## config.mk

```make
export PLATFORM = sky130hd
export DESIGN_NAME = dac_frame_scheduler
export DESIGN_NICKNAME = d
export VERILOG_FILES = /design/src/rtl/dac_pkg.sv /design/src/rtl/dac_frame_scheduler.sv
export SDC_FILE = /design/constraint.sdc
export NUM_CORES = 1
export LEC_CHECK = 0
export CAP_MARGIN = 30
export CORE_UTILIZATION = 40
export CTS_CLUSTER_DIAMETER = 200
export DETAILED_ROUTE_END_ITERATION = 7
export PLACE_DENSITY = 0.72
export SYNTH_ARGS = -nofsm -noshare
export SYNTH_HDL_FRONTEND = slang
export SYNTH_SLANG_ARGS = --single-unit
```

## constraint.sdc

```tcl
create_clock -name i_Clock -period 3.4 [get_ports i_Clock]
set_input_delay 0.68 -clock i_Clock [delete_from_list [all_inputs] [get_ports i_Clock]]
set_output_delay 0.68 -clock i_Clock [all_outputs]
set_load 0.03 [all_outputs]
```

## src/rtl/dac_pkg.sv

```systemverilog
// Shared constants for the DAC frame scheduler: SPI word layout, DAC command
// bytes and the one-hot state encoding.
package dac_pkg;

  localparam int CMD_W  = 8;
  localparam int DATA_W = 16;
  localparam int WORD_W = CMD_W + DATA_W;

  localparam logic [CMD_W-1:0]  CMD_INIT          = 8'h00;
  localparam logic [DATA_W-1:0] DATA_INIT         = 16'h0000;
  localparam logic [CMD_W-1:0]  CMD_LOAD_A        = 8'h10;
  localparam logic [CMD_W-1:0]  CMD_LOAD_B_UPDATE = 8'h24;

  // The transmitter only samples o_Send on alternate cycles, so two is the floor.
  localparam int SEND_HOLD = 2;

  typedef enum logic [6:0] {
    INIT_SEND = 7'b0000001,
    INIT_WAIT = 7'b0000010,
    IDLE      = 7'b0000100,
    A_SEND    = 7'b0001000,
    A_WAIT    = 7'b0010000,
    B_SEND    = 7'b0100000,
    B_WAIT    = 7'b1000000
  } state_e;

endpackage

```

## src/rtl/dac_frame_scheduler.sv

```systemverilog
// Turns each sample strobe into a two-word SPI frame (load A, then load B and
// update both outputs) after a one-time configuration word, queuing one frame.
module dac_frame_scheduler
  import dac_pkg::*;
(
  input  logic              i_Clock,
  input  logic              i_Reset_N,
  input  logic              i_Sample_Strobe,
  input  logic [DATA_W-1:0] i_Channel_A,
  input  logic [DATA_W-1:0] i_Channel_B,
  output logic [WORD_W-1:0] o_Data,
  output logic              o_Send,
  input  logic              i_Ready,
  output logic              o_Busy,
  output logic              o_Overrun,
  input  logic              i_Clear_Overrun
);

  localparam logic [1:0] HOLD_LAST = 2'(SEND_HOLD);

  state_e              state_q, state_d;
  logic [1:0]          hold_q, hold_d;
  logic                send_q, send_d;
  logic [WORD_W-1:0]   data_q, data_d;
  logic                pending_q, pending_d;
  logic                overrun_q, overrun_d;
  logic [DATA_W-1:0]   hold_a_q, hold_a_d, hold_b_q, hold_b_d;
  logic [DATA_W-1:0]   pend_a_q, pend_a_d, pend_b_q, pend_b_d;
  logic                launch, take, fresh, ovr_set;

  always_comb begin
    // NOTE: every variable gets its default first so no path can infer a latch.
    state_d   = state_q;
    hold_d    = hold_q;
    send_d    = send_q;
    data_d    = data_q;
    pending_d = pending_q;
    overrun_d = overrun_q;
    hold_a_d  = hold_a_q;
    hold_b_d  = hold_b_q;
    pend_a_d  = pend_a_q;
    pend_b_d  = pend_b_q;
    launch    = 1'b0;
    take      = 1'b0;
    fresh     = 1'b0;
    ovr_set   = 1'b0;

    case (state_q)
      INIT_SEND, A_SEND, B_SEND: begin
        if (send_q) begin
          if (hold_q == HOLD_LAST) begin
            // hold_q stays non-zero so the first WAIT cycle ignores i_Ready.
            send_d  = 1'b0;
            state_d = (state_q == INIT_SEND) ? INIT_WAIT :
                      (state_q == A_SEND)    ? A_WAIT : B_WAIT;
          end else begin
            hold_d = hold_q + 2'd1;
          end
        end else if (i_Ready) begin
          launch = 1'b1;
        end
      end
      INIT_WAIT, A_WAIT, B_WAIT: begin
        if (hold_q != 2'd0) begin
          hold_d = 2'd0;
        end else if (i_Ready) begin
          if (state_q == A_WAIT) begin
            state_d = B_SEND;
            launch  = 1'b1;
          end else if (state_q == B_WAIT && pending_q) begin
            state_d = A_SEND;
            take    = 1'b1;
            launch  = 1'b1;
          end else begin
            state_d = IDLE;
          end
        end
      end
      IDLE: begin
        // A frame queued during init is served here rather than stranded.
        if (pending_q) begin
          state_d = A_SEND;
          take    = 1'b1;
          launch  = i_Ready;
        end else if (i_Sample_Strobe) begin
          state_d = A_SEND;
          fresh   = 1'b1;
          launch  = i_Ready;
        end
      end
      default: state_d = INIT_SEND;
    endcase

    if (launch) begin
      send_d = 1'b1;
      hold_d = 2'd1;
    end
    if (fresh) begin
      hold_a_d = i_Channel_A;
      hold_b_d = i_Channel_B;
    end
    if (take) begin
      hold_a_d  = pend_a_q;
      hold_b_d  = pend_b_q;
      pending_d = 1'b0;
    end

    // A strobe that cannot start a frame directly is queued, or dropped if
    // the queue slot is still occupied.
    if (i_Sample_Strobe && !fresh) begin
      if (!pending_q || take) begin
        pending_d = 1'b1;
        pend_a_d  = i_Channel_A;
        pend_b_d  = i_Channel_B;
      end else begin
        ovr_set = 1'b1;
      end
    end

    if (i_Clear_Overrun) overrun_d = 1'b0;
    if (ovr_set)         overrun_d = 1'b1;

    if (state_d != state_q && (state_d == A_SEND || state_d == B_SEND)) begin
      data_d = (state_d == A_SEND) ? {CMD_LOAD_A, hold_a_d}
                                   : {CMD_LOAD_B_UPDATE, hold_b_d};
    end
  end

  // NOTE: state registers use non-blocking assignments so every flop samples
  // the same pre-edge values regardless of evaluation order.
  always_ff @(posedge i_Clock or negedge i_Reset_N) begin
    if (!i_Reset_N) begin
      state_q   <= INIT_SEND;
      hold_q    <= 2'd0;
      send_q    <= 1'b0;
      data_q    <= {CMD_INIT, DATA_INIT};
      pending_q <= 1'b0;
      overrun_q <= 1'b0;
      // NOTE: the sample registers are few and cheap, so they are reset too;
      // a frame sent after reset can never carry stale data.
      hold_a_q  <= '0;
      hold_b_q  <= '0;
      pend_a_q  <= '0;
      pend_b_q  <= '0;
    end else begin
      state_q   <= state_d;
      hold_q    <= hold_d;
      send_q    <= send_d;
      data_q    <= data_d;
      pending_q <= pending_d;
      overrun_q <= overrun_d;
      hold_a_q  <= hold_a_d;
      hold_b_q  <= hold_b_d;
      pend_a_q  <= pend_a_d;
      pend_b_q  <= pend_b_d;
    end
  end

  assign o_Data    = data_q;
  assign o_Send    = send_q;
  assign o_Busy    = (state_q != IDLE);
  assign o_Overrun = overrun_q;

endmodule

```

* Word-level counts from Yosys, hierarchy flattened
Index checks and enable logic that the tools add are counted.
Word-level totals: register bits 100, bits of input ports 37, output and inout bits 27, logic and storage cells 90
Cells by class: $add $sub $neg 1, eq/ne operators 15, muxes and demuxes 49, reductions and logical operators 15
Operators by type and width (number):
- two-way mux 16 bit | 4
- two-way mux 7 bit | 8
- two-way mux 1 bit | 26
- two-way mux 22 bit | 1
- case mux 7 bit (3 select lines) | 1
- == test 7 x 4 -> 1 bit, second input constant | 2
- == test 7 x 6 -> 1 bit, second input constant | 2
- inequality test 3 bit, second input constant | 3
- two-way mux 2 bit | 4
- == test 7 x 1 -> 1 bit, second input constant | 1
- == test 7 x 2 -> 1 bit, second input constant | 1
- == test 7 x 3 -> 1 bit, second input constant | 1
- == test 7 x 5 -> 1 bit, second input constant | 1
- == test 7 bit, second input constant | 1
- inequality test 7 x 3 -> 1 bit, second input constant | 1
- inequality test 7 bit | 1
- two-way mux 6 bit | 1
- nonzero test 2 bit | 3
- OR reduction 3 bit | 2
- two-way mux 4 bit | 1
- case mux 2 bit (2 select lines) | 1
- AND reduction 4 bit | 1
- logical AND 1 bit | 3
- case mux 1 bit (3 select lines) | 1
- other kinds (7) | 9

* Longest topological paths before layout
Gate-level depths: netlist of the first run.
word-level depth 11, depth in mapped cells 10, gate-level depth less buffers 7

* Least setup slack after synthesis of the first run
OpenSTA, ideal clock, no wires.
path type reg-to-reg, start point register state_q[3], end point register pend_b_q[4], library setup time 0.125 ns, data arrival time 2.410 ns, required time 3.275 ns, setup slack 0.865 ns, cell stages (with the launch flop) 10, buffers on the path 4, clock period less this slack 2.535 ns, cell sequence dfrtp_1 > buf_6 > or4_1 > or3_1 > buf_2 > nand3_2 > nor2b_1 > buf_2 > buf_4 > mux2_2
On the way: longest elaborated chain between the ends 9, elaborated cells between the ends (all ways) 16, those cells by class eq/ne (4); mux (6); reduce/logical (6)
RTL lines:
- from (decl) | RTL line dac_frame_scheduler.sv:21 | state_e state_q, state_d;
- from (signal assigned) | RTL line dac_frame_scheduler.sv:146 | state_q <= state_d;
- == test 7 bit | RTL line dac_frame_scheduler.sv:48, dac_frame_scheduler.sv:70
- logical AND 1 bit | RTL line dac_frame_scheduler.sv:70 | end else if (state_q == B_WAIT && pending_q) begin
- two-way mux 1 bit | RTL line dac_frame_scheduler.sv:70
- two-way mux 1 bit | RTL line dac_frame_scheduler.sv:67 | if (state_q == A_WAIT) begin
- two-way mux 1 bit | RTL line dac_frame_scheduler.sv:66 | end else if (i_Ready) begin
- two-way mux 1 bit | RTL line dac_frame_scheduler.sv:64 | if (hold_q != 2'd0) begin
- case mux 1 bit (2 select lines) | RTL line dac_frame_scheduler.sv:48 | case (state_q)
- logical OR 1 bit | RTL line dac_frame_scheduler.sv:111 | if (!pending_q || take) begin
- AND reduction 2 bit (no source line) (*)
- to (signal assigned) | RTL line dac_frame_scheduler.sv:155 | pend_b_q <= pend_b_d;
- to (decl) | RTL line dac_frame_scheduler.sv:28 | logic [DATA_W-1:0] pend_a_q, pend_a_d, pend_b_q, pend_b_d;
Every way passes the cells marked *; elsewhere a longest branch is shown, timed or not. A chain may end at the register's enable or synchronous reset.

* Worst setup path after layout of the first run
start point register state_q[5], end point output port o_Busy
On the way: longest elaborated chain between the ends 1
RTL lines:
- inequality test 7 x 3 -> 1 bit | RTL line dac_frame_scheduler.sv:161 | assign o_Busy = (state_q != IDLE);
- to (decl) | RTL line dac_frame_scheduler.sv:14 | output logic o_Busy,
No other way between the ends.

==> results.toml, run 1 <==
[sta]
slew_violations = 0
skew_ps = 7.69
hold_violations = 0
tightest_slew_ps = 783
fin_crit_sh = 0.918
finalSetupViolCount = 0
relSlewSlack = 0.477
rsz0062_at_grt = "false"
max_freq_mhz = 320
finalSetupTns_ps = 0
fin_crit_ps = 3120

[drt]
postRouteAntennaNets = 0
first_pass_iters = 8
routed_wl_mm = 12.2
vias = 3946
vias_per_cell = 6.02
drc_errors = 6
avgRoutedWirePerCell_um = 18.6
first_iter_violations = 428

[place]
place_hpwl_mm = 7.95
numPortBuffers = 58
placed_cell_area_sq_mm = 0.00546
gp_congestion = 0.843

[clocking]
clkTransAtPathRegs_ps = 60
h-tree-depth = 3
post_cts_buffers = 0
cts_resized = 0
cts_sinks = 94
insertion_delay_ps = 340
cts_max_path_buffers = 2
cts_buffers = 9
cts_tree = "yes"
hold_buffers = 0
cts-root-buf = "clkbuf_16"

[pwr]
ir_worst_vdd_mv = 0.317
switching_power_mw = 1.65
combinationalPowerShare = 0.340
swShare = 0.345
leakage_nw = 2.39
clkPwrFrac = 0.243
p_int_mw = 3.15
pwr-share-seq = 0.418
p_per_area_mw_per_mm2 = 827

[critical_path]
cp-start-kind = "flip-flop"
rrSetupSlack_ps = 590
cp_data_arrival_time_ps = 2440
path_max_fanout = 19
r2r_cells = 7
crit_type = "flip-flop to primary output"
r2r_end = "o_Data[13]"
crit-reg2reg-launch = "state_q[5]"
crit_required_ps = 2720
end_kind = "primary output"

[yosys]
synth-adder-area-share = 0.00522
ys_warn_count = 0
ys_ff_latch = 94
synth_edf_count = 0
synth_compound_area_frac = 0.249
synth-seq-area-share = 0.490
syn_inst = 468
yosysUniqueCellTypes = 49
async_flop_share = 1.00
synth_top_family_by_area = "compound AO/OA/AOI/OAI gates"
muxShareOfSynthArea = 0.0774
synth.avg_cell_area_sq_um = 10.3
yosysTopAreaCell = "dfrtp_1"
synth_flop_cell = "dfrtp_1"
synth_top_area_share = 0.485
ys_top_cells_by_count = "dfrtp_1 (93), nor2_1 (49), a21oi_1 (35)"
yosys.area_share.simple = 0.114
synth_area_leaders = "dfrtp_1 (49%), mux2_2 (6.3%), o211ai_1 (3.9%), nor2_1 (3.8%), a21oi_1 (3.7%)"
yosys.area_share.xor_xnor = 0.00548
yosysMostFrequentCell = "dfrtp_1"
synth_area_sq_mm = 0.00480

[floorplan]
die_height_um = 112
start_util = 0.415
ioPinCount = 64
die_area_sq_mm = 0.0124
core_area_sq_mm = 0.0116
fp-row-count = 39
die_w_um = 112

[job]
max-cap-violations = 0

[status]
violations = "design-rule violations"
status = "finished, violations left"

[layout]
area_delta_synth_final_pct = 21.0
fin_area_sq_mm = 0.00581
nets = 547
drive_gt1_frac = 0.148
antenna_cells = 0
fillers = 1037

[global_routing]
grt_max_degree = 95
track_usage = 0.203
antenna_found_initial = 0
overflow = 0
grt_pass1_vias = 3923
grt_pass1_wl_mm = 20.3

[hold_path]
holdCritPathClass = "input port to async pin"
==> worst max-delay path: stages, from the launching register on <==
cell and delay (ps):
dfrtp_1 510, or4b_4 710, nor2_4 130, inv_1 120, clkdlybuf4s50_1 620
==> registers in the layout, indices dropped and copies added, names as in the netlist <==
name	cells
pend_b_q	16
pend_a_q	16
o_Data	18
hold_q	2
o_Send	1
o_Overrun	1
state_q	7
pending_q	1
hold_b_q	16
hold_a_q	16
==> power groups by stage <==
| stage | Clock [mW] | Combinational (mW) | Sequential (mW) |
|---|---|---|---|
| finish | 1.16 | 1.63 | 2.00 |
| global route | 1.22 | 1.76 | 2.06 |
| CTS | 1.18 | 1.63 | 2.00 |
| detailed placement | 0 | 1.61 | 2.01 |
| global placement | 0 | 1.55 | 1.99 |
| floorplan | 0 | 0.963 | 2.08 |
==> metal layers <==
layer	wire, um	global-route usage	part of all wire	vias to the layer above
li1	-	-	-	1802
met1	5520	0.278	0.45	1982
met2	5780	0.321	0.47	138
met3	553	0.0267	0.045	24
met4	325	0.0973	0.027	0
met5	0	0	0	-
==> final cells by class <==
| class | count | area, sq um | area share |
|---|---|---|---|
| Tap cell | 143 | 179 | 0.0308 |
| Clock buffer | 9 | 225 | 0.0388 |
| Clock inverter | 7 | 120 | 0.0207 |
| Multi-Input combinational cell | 324 | 2200 | 0.379 |
| Timing Repair Buffer | 71 | 696 | 0.120 |
| Inverter | 8 | 30.0 | 0.00517 |
| Sequential cell | 94 | 2350 | 0.405 |
==> cells by family after synthesis <==
logic type      Yosys count
compound gates          169
xor+xnor                  3
fa+ha+maj                 2
buf+inv                  54
flops                    94
mux                      33
other cells               1
simple gates            112
==> through the flow <==
step | hold WS [ps] | std cells | setup slack [ps] | power (mW) | utilization
after floorplan | 384 | 472 | 865 | 3.04 | -
after global placement | 472 | 640 | 668 | 3.54 | 0.472
after detailed placement | 478 | 640 | 647 | 3.63 | 0.472
after CTS | 407 | 656 | 292 | 4.81 | 0.502
after global routing | 433 | 656 | 231 | 5.05 | 0.502
final | 357 | 656 | 279 | 4.80 | 0.502
==> layout by cell type, fill, tap and decap left out, drive strengths merged, types with 2 or more instances in the layout <==
master / instances
or3: 4
and2: 3
nand3: 3
xor2: 2
o22ai: 17
inv: 9
ha: 2
o211ai: 34
nor3: 22
nand3b: 2
a221o: 16
nor2: 50
o2bb2ai: 2
a21o: 16
a31oi: 2
clkbuf: 9
a32o: 2
nor2b: 3
buf: 15
clkinv: 2
bufinv: 3
dfrtp: 93
nor4b: 2
nand2: 14
a21oi: 35
o21ai: 24
o21a: 18
clkdlybuf4s50: 56
conb: 5
or4: 2
mux2: 33
==> worst max path at each step <==
stage / start / end / slack, ps / cells after the start
detailed placement: i_Ready / pend_b_q[0] / 650 / 7
finish: state_q[5] / o_Busy / 280 / 4
global route: state_q[5] / o_Busy / 230 / 4
global placement: i_Ready / pend_b_q[4] / 670 / 7
CTS: state_q[5] / o_Busy / 290 / 4
floorplan: state_q[3] / pend_b_q[4] / 870 / 9
Note: power is estimated with default switching activity, not from simulation.
==> inputs of run 2 (changes only) <==
Settings changed: CORE_ASPECT_RATIO from default to 2, CORE_MARGIN from default to 1, PLACE_DENSITY 0.72 to 0.74.
Clock period 3.4 ns to 2.8 ns, I/O delays scaled along.
==> run 2 against run 1 <==
  * Die area rose by 0.21%
  * Cell area grew 0.73%
  * Clock power grew 5%
  * Critical endpoint unchanged
  * Hold slack worse by 140 ps
  * Non-clock buffer count is 9 higher
  * Clock-buffer cell count rose by 1
  * Largest cell class unchanged
  * Sequential cell count did not move
  * The flow now finishes without violations
==> results.toml, run 2 (same netlist as run 1, synthesis figures left out) <==
[critical_path]
path_cells = "or4b_4 -> nor2_4 -> inv_1 -> dlygate4sd2_1"
crit_required_ps = 2240
slowest_stage = "or4b_4"
startpoint = "state_q[3]"
crit_end = "o_Busy"
path_max_fanout = 8
crit-reg2reg-launch = "state_q[3]"
r2r_end = "pend_b_q[1]"
crit_type = "flip-flop to primary output"
cp-start-kind = "flip-flop"
end_kind = "primary output"
r2r_cells = 6
cp_data_arrival_time_ps = 2090
rrSetupSlack_ps = 290
crit_path_max_incr_delay_ps = 650

[layout]
drive_gt1_frac = 0.159
fin_util = 0.500
stdcell_count = 666
fin_area_sq_mm = 0.00585
mostFrequentLayoutCells = "dfrtp_1 (93), clkdlybuf4s50_1 (56), nor2_1 (49), a21oi_1 (34), mux2_2 (27)"
area_delta_synth_final_pct = 21.9
largest_reg_flops = 18
final_common_cell = "dfrtp_1"
fillers = 1044
antenna_cells = 0
nets = 556

[clocking]
cts_sinks = 94
cts_tree = "yes"
cts-root-buf = "clkbuf_16"
hold_buffers = 0
cts_max_path_buffers = 2
h-tree-depth = 3
insertion_delay_ps = 350
cts_buffers = 9
clkTransAtPathRegs_ps = 70

[floorplan]
die_w_um = 79.4
ioPinCount = 64
die_area_sq_mm = 0.0125
die_height_um = 157
start_util = 0.410
core_area_sq_mm = 0.0117
fp-row-count = 56

[global_routing]
grtUsageMet1 = 0.258
grt_pass1_vias = 4054
busiest_layer = "met2"
track_usage = 0.230
use_met3 = 0.0359
antenna_found_initial = 0
overflow = 0
grt_pass1_wl_mm = 21.3
grt_max_degree = 52
met2_usage = 0.392

[sta]
tightest_slew_ps = 989
fin_crit_sh = 0.946
hold_violations = 0
fin_crit_ps = 2650
finalSetupViolCount = 0
max_freq_mhz = 377
relSlewSlack = 0.339
finalSetupTns_ps = 0
slew_violations = 0
skew_ps = 5.73
rsz0062_at_grt = "false"

[pwr]
total_power_mw = 5.71
leakage_nw = 2.43
p_per_area_mw_per_mm2 = 976
ir_worst_vdd_mv = 0.480

[drt]
first_iter_violations = 389
avgRoutedWirePerCell_um = 20.3
first_pass_iters = 4
drc_errors = 0
postRouteAntennaNets = 0
vias_per_cell = 6.08
routed_wl_mm = 13.5
vias = 4046

[place]
numPortBuffers = 58
dp_cells = 651
placed_cell_area_sq_mm = 0.00556
place_hpwl_mm = 9.08
gp_congestion = 0.895

[hold_path]
holdCritPathClass = "input port to async pin"

[job]
max-cap-violations = 0

[status]
status = "finished, final reports clean"
## run 2: changes by cell type in the layout (fill, tap and decap cells not counted), sizes merged
cell / change
dlygate4sd2: +1
clkinvlp: -1
inv: -1
bufinv: -2
clkbuf: +1
clkinv: +2
buf: +8
## run 2: repair_timing
| action | 4_1_cts | 5_1_grt |
|---|---|---|
| resized for setup | 1 | 0 |
| endpoints found under the setup margin | 1 | 0 |
| buffers inserted | 0 | 0 |
## run 2: metal layers
metal  up-vias  routed length (um)
met4         0                 803
met1      2034                5130
li1       1809                   -
met3        41                 623
met2       162                6950
met5         -                   0
## run 2: final cells by class
cell class | instances | area [sq um] | area share
Inverter | 8 | 30.0 | 0.00513
Timing Repair Buffer | 80 | 792 | 0.135
Tap cell | 145 | 181 | 0.0310
Clock inverter | 5 | 50.0 | 0.00856
Clock buffer | 10 | 239 | 0.0409
Multi-Input combinational cell | 324 | 2200 | 0.377
Sequential cell | 94 | 2350 | 0.402
## run 2: worst max-delay path: cells and delay by family (launching register included)
family	cells	cell delay, ps
DFF	1	400
buffers and inverters	2	510
and+or+nand+nor	2	830
## run 2: worst min path at each step
stage | startpoint | to | slack [ps]
after floorplan | i_Reset_N | hold_a_q[0] | 260
after global placement | pend_b_q[11] | pend_b_q[11] | 470
after detailed placement | pend_b_q[9] | pend_b_q[9] | 480
after CTS | i_Reset_N | pend_a_q[4] | 240
after global routing | i_Reset_N | pend_a_q[14] | 280
final | i_Reset_N | pend_a_q[4] | 220
## run 2: stage by stage
step | hold slack [ps] | setup WS, ps
2_1_floorplan | 264 | 265
3_3_place_gp | 469 | 126
3_5_place_dp | 480 | 102
4_1_cts | 244 | 165
5_1_grt | 277 | 104
6_report | 221 | 150
## run 2: power by group
group	leakage [nW]	internal [mW]	switching, mW	total [mW]
clock	0.148	0.705	0.516	1.22
combinational	1.10	0.975	1.09	2.06
sequential	1.18	1.98	0.446	2.42
==> inputs of run 3 (changes only) <==
Settings changed: ABC_CLOCK_PERIOD_IN_PS from default to 2800, PLACE_DENSITY 0.74 to 0.6.
==> run 3 against run 2 <==
  * Non-clock buffer count increased by 5
  * Sequential power increased by 2%
  * Final cell count increased by 0.90%
  * Largest power group unchanged
  * Combinational power about the same
  * Total power increased by 0.94%
  * Sequential cell count unchanged
  * Register-to-register slack got worse by 190 ps
  * Highest routed layer unchanged
  * Largest cell class unchanged
==> results.toml, run 3 (same netlist as run 1, synthesis figures left out) <==
[clocking]
cts_tree = "yes"
cts_buffers = 9
insertion_delay_ps = 340
cts_max_path_buffers = 2
cts_sinks = 94
clkTransAtPathRegs_ps = 70
hold_buffers = 0
h-tree-depth = 3
cts-root-buf = "clkbuf_16"
post_cts_buffers = 0

[critical_path]
crit_path_max_incr_delay_ps = 600
slowest_stage = "or4b_4"
end_kind = "flip-flop"
r2r_cells = 6
path_cells = "or4b_4 -> buf_4 -> or4_4 -> a221o_1 -> o211ai_1 -> o211ai_1"
crit_required_ps = 2990
r2r_end = "o_Data[4]"
rrSetupSlack_ps = 100
crit-reg2reg-launch = "state_q[3]"
path_common_cell = "o211ai_1"
crit_type = "flip-flop to flip-flop"
path_max_fanout = 18
cp_data_arrival_time_ps = 2890
cp-start-kind = "flip-flop"

[place]
placed_cell_area_sq_mm = 0.00559
place_hpwl_mm = 9.62
gp_congestion = 0.808
numPortBuffers = 58

[global_routing]
antenna_found_initial = 0
grt_max_degree = 50
use_met3 = 0.0278
grt_pass1_vias = 3959
grt_pass1_wl_mm = 21.4
overflow = 0
track_usage = 0.230
busiest_layer = "met2"
met2_usage = 0.426
grtUsageMet1 = 0.257

[sta]
fin_crit_ps = 2700
rsz0062_at_grt = "false"
max_freq_mhz = 371
finalSetupViolCount = 0
relSlewSlack = 0.491
fin_crit_sh = 0.963
hold_violations = 0
slew_violations = 0
tightest_slew_ps = 763
finalSetupTns_ps = 0
skew_ps = 8.31

[layout]
drive_gt1_frac = 0.167
seqCellArea_sq_mm = 0.00235
antenna_cells = 0
nets = 561
largest_reg_flops = 18
fin_util = 0.503
area_delta_synth_final_pct = 22.8
fin_area_sq_mm = 0.00589
final_common_cell = "dfrtp_1"
mostFrequentLayoutCells = "dfrtp_1 (93), clkdlybuf4s50_1 (55), nor2_1 (49), a21oi_1 (34), mux2_2 (27)"
multi_input_area_sq_mm = 0.00220
fillers = 1085

[drt]
vias_per_cell = 5.87
drc_errors = 0
avgRoutedWirePerCell_um = 20.4
first_pass_iters = 5
routed_wl_mm = 13.7
first_iter_violations = 314
postRouteAntennaNets = 0
vias = 3943

[pwr]
ir_worst_vdd_mv = 0.539
switching_power_mw = 2.05
p_int_mw = 3.71
p_per_area_mw_per_mm2 = 978
leakage_nw = 2.45
swShare = 0.357
clkPwrFrac = 0.218
combinationalPowerShare = 0.356
pwr-share-seq = 0.427

[floorplan]
fp-row-count = 56
die_height_um = 157
start_util = 0.410
die_area_sq_mm = 0.0125
core_area_sq_mm = 0.0117
die_w_um = 79.4
ioPinCount = 64

[job]
max-cap-violations = 0

[status]
status = "finished, final reports clean"

[hold_path]
holdCritPathClass = "input port to async pin"
run 3: cell types whose count changed in the layout (fill, tap and decap cells not counted), sizes merged:
cell,previous run,this run
clkbuf,10,13
clkdlybuf4s50,56,55
clkinv,4,2
buf,23,29
run 3: worst max-delay path, delay by kind of cell (launching register included):
| kind | cells | cell delay (ps) |
|---|---|---|
| compound gates | 3 | 670 |
| buf+inv | 1 | 230 |
| flops | 1 | 470 |
| simple gates | 2 | 1170 |
run 3: final cells by class:
class,count,share of cell area
Tap cell,145,0.0308
Sequential cell,94,0.400
Clock inverter,3,0.00743
Inverter,8,0.00510
Timing Repair Buffer,85,0.139
Multi-Input combinational cell,324,0.374
Clock buffer,13,0.0442
run 3: stage by stage:
stage               setup WS (ps)  total power, mW  hold slack, ps  std cells
finish                        104             5.76             269        672
global route                 32.4             6.07             320        672
CTS                           113             5.80             289        672
detailed placement            117             4.51             480        656
global placement              139             4.43             476        655
floorplan                     265             3.69             264        472
run 3: repair_timing:
item | CTS | global route
endpoints found under the hold margin | 0 | 0
resized for setup | 1 | 0
endpoints found under the setup margin | 1 | 0
run 3: layer usage:
layer  wire (um)  share of wire
met2        7580           0.55
met5           0              0
met4         464          0.034
met3         362          0.026
met1        5300           0.39
run 3: how the worst max path moves through the flow:
stage	start	end	slack [ps]	cells after the start
2_1_floorplan	state_q[3]	pend_b_q[4]	270	9
3_3_place_gp	i_Ready	hold_b_q[5]	140	7
3_5_place_dp	i_Ready	pend_a_q[7]	120	7
4_1_cts	state_q[3]	o_Busy	110	4
5_1_grt	state_q[3]	o_Data[4]	30	6
6_report	state_q[3]	o_Data[4]	100	6
run 3: power groups by stage:
stage | logic [mW] | registers (mW) | clock network (mW)
6_report | 2.05 | 2.46 | 1.25
4_1_cts | 2.06 | 2.45 | 1.28
3_3_place_gp | 1.98 | 2.45 | 0
2_1_floorplan | 1.17 | 2.53 | 0
3_5_place_dp | 2.04 | 2.47 | 0
5_1_grt | 2.22 | 2.51 | 1.34
